`src/rtl/xcvr_init_pkg.sv`:
```
// Shared types and sizing helpers for the transceiver reference-clock bring-up sequencer.
package xcvr_init_pkg;

    typedef enum logic [2:0] {
        S_PLL_RST   = 3'd0,
        S_WAIT_LOCK = 3'd1,
        S_SETTLE    = 3'd2,
        S_TX_REL    = 3'd3,
        S_RX_REL    = 3'd4,
        S_READY     = 3'd5,
        S_FAIL      = 3'd6
    } state_t;

    localparam int RETRY_CNT_W = 2;

    // One timer serves every state, so it must reach the largest of the three limits.
    function automatic int timer_width(input int a, input int b, input int c);
        int m;
        m = a;
        if (b > m) m = b;
        if (c > m) m = c;
        return $clog2(m) + 1;
    endfunction

endpackage

```
`src/rtl/xcvr_init_sync.sv`:
```
// Multi-flop synchroniser for one asynchronous status bit.
module xcvr_init_sync #(
    parameter int SYNC_STAGES = 2
) (
    input  logic clk,
    input  logic rst_n,
    input  logic d,
    output logic q
);

    logic [SYNC_STAGES-1:0] ff;

    always_ff @(posedge clk or negedge rst_n) begin
        if (!rst_n) begin
            ff <= '0;
        end else begin
            ff <= {ff[SYNC_STAGES-2:0], d};
        end
    end

    assign q = ff[SYNC_STAGES-1];

endmodule

```
`src/rtl/xcvr_refclk_init_sequencer.sv`:
```
// Brings up the transceiver PLL and lanes: PLL reset, lock wait, settle, TX/RX release,
// with per-state timeouts, bounded retries and a sticky failure state.
module xcvr_refclk_init_sequencer
    import xcvr_init_pkg::*;
#(
    parameter int RST_CYCLES     = 16,
    parameter int SETTLE_CYCLES  = 1024,
    parameter int TIMEOUT_CYCLES = 65536,
    parameter int MAX_RETRIES    = 3,
    parameter int SYNC_STAGES    = 2
) (
    input  logic                   CLK,
    input  logic                   RESETN,
    input  logic                   PLL_LOCK,
    input  logic                   TX_CLK_STABLE,
    input  logic                   RX_READY,
    input  logic                   RETRY,
    output logic                   PLL_RESET_N,
    output logic                   TX_RESET_N,
    output logic                   RX_RESET_N,
    output logic                   LINK_READY,
    output logic                   INIT_FAIL,
    output logic [2:0]             STATE,
    output logic [RETRY_CNT_W-1:0] RETRY_CNT
);

    localparam int TW = timer_width(RST_CYCLES, SETTLE_CYCLES, TIMEOUT_CYCLES);
    localparam logic [TW-1:0] RST_LAST     = TW'(RST_CYCLES - 1);
    localparam logic [TW-1:0] SETTLE_LAST  = TW'(SETTLE_CYCLES - 1);
    localparam logic [TW-1:0] TIMEOUT_LAST = TW'(TIMEOUT_CYCLES - 1);

    state_t                 state;
    state_t                 next_state;
    logic [TW-1:0]          timer;
    logic [RETRY_CNT_W-1:0] retry_cnt;
    logic [RETRY_CNT_W-1:0] next_retry;
    logic                   lock_s;
    logic                   txs_s;
    logic                   rxr_s;
    logic                   timeout;
    logic                   take_timeout;
    logic [4:0]             out_d;
    logic [4:0]             out_q;

    xcvr_init_sync #(.SYNC_STAGES(SYNC_STAGES)) u_sync_lock (
        .clk(CLK), .rst_n(RESETN), .d(PLL_LOCK), .q(lock_s)
    );
    xcvr_init_sync #(.SYNC_STAGES(SYNC_STAGES)) u_sync_txs (
        .clk(CLK), .rst_n(RESETN), .d(TX_CLK_STABLE), .q(txs_s)
    );
    xcvr_init_sync #(.SYNC_STAGES(SYNC_STAGES)) u_sync_rxr (
        .clk(CLK), .rst_n(RESETN), .d(RX_READY), .q(rxr_s)
    );

    assign timeout = (timer == TIMEOUT_LAST);

    // Success conditions are tested before the timeout so they win a same-cycle tie;
    // loss of lock is tested first in every post-lock state.
    always_comb begin
        next_state   = state;
        next_retry   = retry_cnt;
        take_timeout = 1'b0;
        out_d        = 5'b0;

        case (state)
            S_PLL_RST: begin
                if (timer == RST_LAST) next_state = S_WAIT_LOCK;
            end
            S_WAIT_LOCK: begin
                if (lock_s)       next_state   = S_SETTLE;
                else if (timeout) take_timeout = 1'b1;
            end
            S_SETTLE: begin
                if (!lock_s)                   next_state = S_WAIT_LOCK;
                else if (timer == SETTLE_LAST) next_state = S_TX_REL;
            end
            S_TX_REL: begin
                if (!lock_s)      next_state   = S_WAIT_LOCK;
                else if (txs_s)   next_state   = S_RX_REL;
                else if (timeout) take_timeout = 1'b1;
            end
            S_RX_REL: begin
                if (!lock_s)      next_state   = S_WAIT_LOCK;
                else if (rxr_s)   next_state   = S_READY;
                else if (timeout) take_timeout = 1'b1;
            end
            S_READY: begin
                if (!lock_s)     next_state = S_WAIT_LOCK;
                else if (!txs_s) next_state = S_TX_REL;
                else if (!rxr_s) next_state = S_RX_REL;
            end
            S_FAIL: begin
                if (RETRY) begin
                    next_state = S_PLL_RST;
                    next_retry = '0;
                end
            end
            default: next_state = S_PLL_RST;
        endcase

        if (take_timeout) begin
            if (int'(retry_cnt) < MAX_RETRIES) begin
                next_state = S_PLL_RST;
                if (retry_cnt != '1) next_retry = retry_cnt + RETRY_CNT_W'(1);
            end else begin
                next_state = S_FAIL;
            end
        end

        if (next_state == S_READY && state != S_READY) next_retry = '0;

        // {PLL_RESET_N, TX_RESET_N, RX_RESET_N, LINK_READY, INIT_FAIL} for the state being entered
        case (next_state)
            S_WAIT_LOCK, S_SETTLE: out_d = 5'b10000;
            S_TX_REL:              out_d = 5'b11000;
            S_RX_REL:              out_d = 5'b11100;
            S_READY:               out_d = 5'b11110;
            S_FAIL:                out_d = 5'b00001;
            default:               out_d = 5'b00000;
        endcase
    end

    always_ff @(posedge CLK or negedge RESETN) begin
        if (!RESETN) begin
            state     <= S_PLL_RST;
            timer     <= '0;
            retry_cnt <= '0;
            out_q     <= '0;
        end else begin
            state     <= next_state;
            retry_cnt <= next_retry;
            out_q     <= out_d;
            if (next_state != state) begin
                timer <= '0;
            end else if (timer != '1) begin
                timer <= timer + TW'(1);
            end
        end
    end

    assign {PLL_RESET_N, TX_RESET_N, RX_RESET_N, LINK_READY, INIT_FAIL} = out_q;
    assign STATE     = state;
    assign RETRY_CNT = retry_cnt;

endmodule

```
`config.mk`:
```
export PLATFORM = sky130hd
export DESIGN_NAME = xcvr_refclk_init_sequencer
export DESIGN_NICKNAME = d
export VERILOG_FILES = /design/src/rtl/xcvr_init_pkg.sv /design/src/rtl/xcvr_init_sync.sv /design/src/rtl/xcvr_refclk_init_sequencer.sv
export SDC_FILE = /design/constraint.sdc
export NUM_CORES = 1
export LEC_CHECK = 0
export BUFFER_PORTS_ARGS = -buffer_cell sky130_fd_sc_hd__buf_4
export CORE_MARGIN = 1
export CORE_UTILIZATION = 45
export CTS_BUF_LIST = sky130_fd_sc_hd__clkbuf_4
export DETAILED_ROUTE_END_ITERATION = 8
export PLACE_DENSITY = 0.65
export SYNTH_ARGS = -nofsm -noshare
export SYNTH_HDL_FRONTEND = slang
export SYNTH_SLANG_ARGS = --single-unit
```
`constraint.sdc`:
```
create_clock -name CLK -period 2.4 [get_ports CLK]
set_input_delay 0.48 -clock CLK [delete_from_list [all_inputs] [get_ports CLK]]
set_output_delay 0.48 -clock CLK [all_outputs]
set_load 0.05 [all_outputs]
```
; ---- Yosys cells after proc, flatten, opt, wreduce, memory -nomap -nowiden
; Cells that the tools add are included.
[classes]
add_sub_neg = 2
n_mul = 0
n_div = 0
magnitude_cmp = 1
eq_ne = 19
shifts = 0
mux = 31
bitwise_logic = 0
reduce_logical = 4
[op_table]
columns = op, n
row1 = two-way mux 3 bit, 14
row2 = two-way mux 17 bit, 2
row3 = one-hot mux 5 bit (5 select lines), 1
row4 = one-hot mux 3 bit (7 select lines), 1
row5 = "== test 3 bit, second input constant", 6
row6 = "adder 17 x 1 -> 17 bit, second input constant", 1
row7 = "== test 17 x 10 -> 1 bit, second input constant", 1
row8 = "== test 17 x 16 -> 1 bit, second input constant", 1
row9 = "== test 17 x 4 -> 1 bit, second input constant", 1
row10 = "!= test 17 bit, second input constant", 1
row11 = "== test 3 x 2 -> 1 bit, second input constant", 4
row12 = two-way mux 2 bit, 6
row13 = "== test 3 x 1 -> 1 bit, second input constant", 2
row14 = two-way mux 1 bit, 6
row15 = logical NOT 3 bit, 1
row16 = != test 3 bit, 1
row17 = "!= test 3 bit, second input constant", 1
row18 = one-hot mux 1 bit (3 select lines), 1
row19 = "adder 2 x 1 -> 2 bit, second input constant", 1
row20 = "less-than comparator 2 bit, second input constant", 1
row21 = "!= test 2 bit, second input constant", 1
row22 = nonzero test 2 bit, 1
row23 = OR reduction 2 bit, 1
row24 = logical AND 1 bit, 1
[totals]
register_bits = 33
latch_bits = 0
ram_bits = 0
rom_bits = 0
inputBits = 6
wordCells = 64
mem_count = 0

; ---- Depth between registers and ports, before layout
[depth]
ltp_word = 9
ltp_mapped = 12
mapped_depth_nobuf = 10

; ---- Cells and area by module
; A second synthesis with hierarchy kept.
[unflattened]
cells_unflattened = 176
area_unflattened_um2 = 1795.5
[modules_own_cells]
columns = module, n_inst, cells_each, area_per_inst_um2, seq_area_each_um2
row1 = xcvr_refclk_init_sequencer, 1, 170, 1645.3, 675.6
row2 = xcvr_init_sync, 3, 2, 50.0, 50.0

; ---- Least setup slack after synthesis
; No wires, ideal clock.
[synth_timing]
kind = register to register
start = register timer[8]
end = register timer[10]
setup_ps = 80
t_arrival_ps = 2493
t_required_ps = 2320
slack_ps = -173
path_stages_with_launch = 13
synth_period_minus_slack_ps = 2573
cell_sequence = dfrtp_1 > clkbuf_1 > and4_1 > nand4_1 > nor3_1 > ha_1 > and3b_1 > o211ai_1 > o211ai_1 > a21o_1 > nand3_2 > buf_6 > nor3_2
[synth_via]
elab_chain_cells = 8
elab_cells_between_ends = 21
[synth_rtl]
columns = item, line_no
row1 = "start, declared", xcvr_refclk_init_sequencer.sv:34  ; logic [TW-1:0] timer;
row2 = "start signal, assigned", xcvr_refclk_init_sequencer.sv:136  ; timer <= timer + TW'(1);
row3 = == test 17 x 16 -> 1 bit, xcvr_refclk_init_sequencer.sv:55  ; assign timeout = (timer == TIMEOUT_LAST);
row4 = two-way mux 1 bit, "xcvr_refclk_init_sequencer.sv:71, xcvr_refclk_init_sequencer.sv:80, xcvr_refclk_init_sequencer.sv:85"
row5 = "two-way mux 1 bit, on equally long branches", "xcvr_refclk_init_sequencer.sv:84, xcvr_refclk_init_sequencer.sv:79"
row6 = "two-way mux 1 bit, on equally long branches", "xcvr_refclk_init_sequencer.sv:83, xcvr_refclk_init_sequencer.sv:78"
row7 = one-hot mux 1 bit (3 select lines), xcvr_refclk_init_sequencer.sv:65  ; case (state)
row8 = two-way mux 3 bit, xcvr_refclk_init_sequencer.sv:101  ; if (take_timeout) begin
row9 = != test 3 bit, xcvr_refclk_init_sequencer.sv:133  ; if (next_state != state) begin
row10 = two-way mux 17 bit or nonzero test 2 bit (tied branches), --
; Several ways; a longest one is shown, not always the timed one. The select of a mux whose other input is x is not followed.
; A chain may end at the register's enable or synchronous reset.

; ---- Final worst setup path
[layout_timing]
start = register timer[9]
end = register timer[11]
; Same word-level chain as after synthesis.

==> metrics.txt <==
I/O Buffers 15; Final GP Congestion 0.929; Pins Over Slew Limit 0; setup ws final -51.2 ps; Hold Crit Class input pin to async pin; Area Overhead vs Synth 29.9%; CP startpoint timer[9]; compound-gate portion of the synthesized area 0.120; largest family of logic cells by synthesized area simple AND/OR/NAND/NOR gates; register area ~830 um^2; final number of setup-violating endpoints 17; die width between 60 and 70 um; number of global-route vias before repair 1,512; vias post-DR 1,601; initial antenna violation count 0; kind of critical path register to register; simple-gate share of the synthesized area 0.298; FF-to-FF Start timer[9]; maximum fanout along the worst path 8; Cells after DPL 265; post-synth top area cell dfrtp_1; pre-CTS setup slack about 40 ps; initial core utilization 0.475; top-count cell post-synth dfrtp_1; Synth Area in Adders 0.0260; Starting DRT DRC Count 106; CTS tree built; Synth Flop Type dfrtp_1; Post-Synth XOR/XNOR Area 0.0682; pin count of the biggest net entering global routing 34; final WL about 4600 um; min Tclk post-route 2450 ps; DP Area around 2200 um^2; WL/cell around 16 um; Rows 23; R2R setup slack -50 ps; fin area between 2000 and 3000 um^2; Antenna Nets Post-Route 0; I/O pin count 16; Cell Area, Synth 1930 um^2; nets@finish around 240; DRT Pass-1 Iters 4; Non-Filler Instances 280; number of antenna repair diodes 0; gr ovfl total 0; fraction of registers with async set/reset 1.00; Seq/Total Area, Yosys 0.429; CTS clock-pin slew for the worst setup and hold paths around 120 ps; DRC Markers 0; Yosys cell types 48; Fillers between 300 and 400; clock buffer depth 2; clk_lat worst skew about 360 ps; synth top area cells dfrtp_1, nor3_2, xor2_1; Mean Syn Cell Area about 10 um^2; failing checks negative setup slack; Crit. End Element register; Max Clk Rate between 400 and 500 MHz; Die Footprint 4540 um^2; max cap viols 0; #FFs+latches synth 33; via/cell ratio 5.72; clock skew 15.7 ps; number of synthesized flops with an enable pin 0; syn nets around 200; Sink Count 33; crit share post-route 1.02; hold_buf cts 0; Post-Synthesis Cells between 150 and 200; area of the multi-input gates 1140 um^2; Global Route Usage Sum 0.219; Clock Tree Root clkbuf_4; synth warn 0; critical path arrival ~2700 ps; share of the synthesized area in the top cell type 0.429; Post-synth top cells dfrtp_1, nand2_1, nor2_1; die height a little under 70 um; status complete, but fails checks; Leak Pwr 1.07 nW; layout cells sized above 1 0.378; Startpoint Class register; CTS buffer count 5; core box area ~4100 um^2; hpwl dp 3090 um; PwrDens between 800 and 900 nW/um^2; worst-margin pin slew a little over 400 ps; first-pass GRT wire length a little over 7000 um; RSZ-0062 raised after global routing yes; mux share of post-synthesis cell area 0.0110; htree depth 2; VDD IR max approximately 500 uV; Final Hold Fails 0; Critical Path RT roughly 2700 ps; Slew headroom 0.725
## final cells by class
type | count | area share
well taps | 50 | 0.0250
clock inverters | 2 | 0.00400
repair buffers | 45 | 0.159
clock buffers | 6 | 0.0180
inverters | 5 | 0.00750
multi-input cells | 139 | 0.456
flip-flops and latches | 33 | 0.331
## state kept, by name, indices dropped and copies added, names as in the netlist
signal,count
u_sync_txs.ff,2
u_sync_rxr.ff,2
RETRY_CNT,2
u_sync_lock.ff,2
out_q,5
timer,17
STATE,3
## stage by stage
| stage | setup TNS, ps | util | hold slack (ps) | power [mW] |
|---|---|---|---|---|
| after floorplan | 0 | - | 184 | 1.33 |
| final | -537 | 0.616 | 44.7 | 2.25 |
| after global placement | 0 | 0.547 | 332 | 1.51 |
| after CTS | 0 | 0.560 | 57.1 | 1.86 |
| after global routing | -3260 | 0.616 | 62.2 | 2.36 |
| after detailed placement | 0 | 0.547 | 340 | 1.53 |
## timing repair
action,4_1_cts,5_1_grt
buffers inserted,0,5
endpoints found under the hold margin,0,0
gates resized for setup,0,23
endpoints found under the setup margin,0,19
## worst max-delay path, cell delays in order, from the launching register on
cell	delay, ps
dfrtp_1	360
and4_1	230
nand4_1	140
nor3_2	250
ha_2	220
and3b_1	200
o211ai_1	140
o211ai_1	190
a21o_1	200
nand3_4	130
clkbuf_16	220
nor3_4	110
## logic make-up (layout without fill, tap and decap cells)
| logic type | count (synthesis) | after routing |
|---|---|---|
| fa+ha+maj | 4 | 4 |
| buf+inv | 14 | 58 |
| compound gates | 27 | 27 |
| xor+xnor | 15 | 15 |
| mux | 2 | 2 |
| simple gates | 91 | 91 |
| flops | 33 | 33 |
## metal layers
layer  wire (um)  up-vias  GRT usage
li1            -      761          -
met1        1940      794      0.290
met2        2350       34      0.350
met3         190       12     0.0507
met4         101        0     0.0745
met5           0        -          0
## power breakdown
part / total, mW / internal (mW) / switching [mW]
sequential: 0.700 / 0.617 / 0.0828
clock: 0.323 / 0.123 / 0.201
combinational: 1.22 / 0.474 / 0.749
## placed cells by master, fill, tap and decap left out, types with 2 or more instances in the layout
cell type,instances
a21o_1,2
a21oi_1,4
and3b_1,2
and4_1,3
buf_12,2
buf_4,41
clkbuf_16,2
clkbuf_4,6
clkinv_2,2
dfrtp_1,32
ha_1,3
inv_1,5
nand2_1,15
nand3_1,8
nand3_4,2
nand4_1,5
nand4b_1,2
nor2_1,13
nor2b_1,6
nor3_1,2
nor3_2,5
nor3_4,13
nor3b_1,3
nor4_1,3
o211ai_1,3
o21ai_0,4
o31ai_2,2
or2_1,2
xnor2_1,7
xor2_1,8
## path summary, 6_finish.rpt
kind / end / depth (start not counted)
worst max-delay path: timer[11] / 11
min in group CLK: u_sync_txs.ff[0] / 1
max in group asynchronous: STATE[2] / 1
worst min register to register: u_sync_rxr.ff[1] / 0
worst max register to register: timer[11] / 11
worst min-delay path: out_q[1] / 1
No activity file was read; power rests on OpenSTA's default activity.
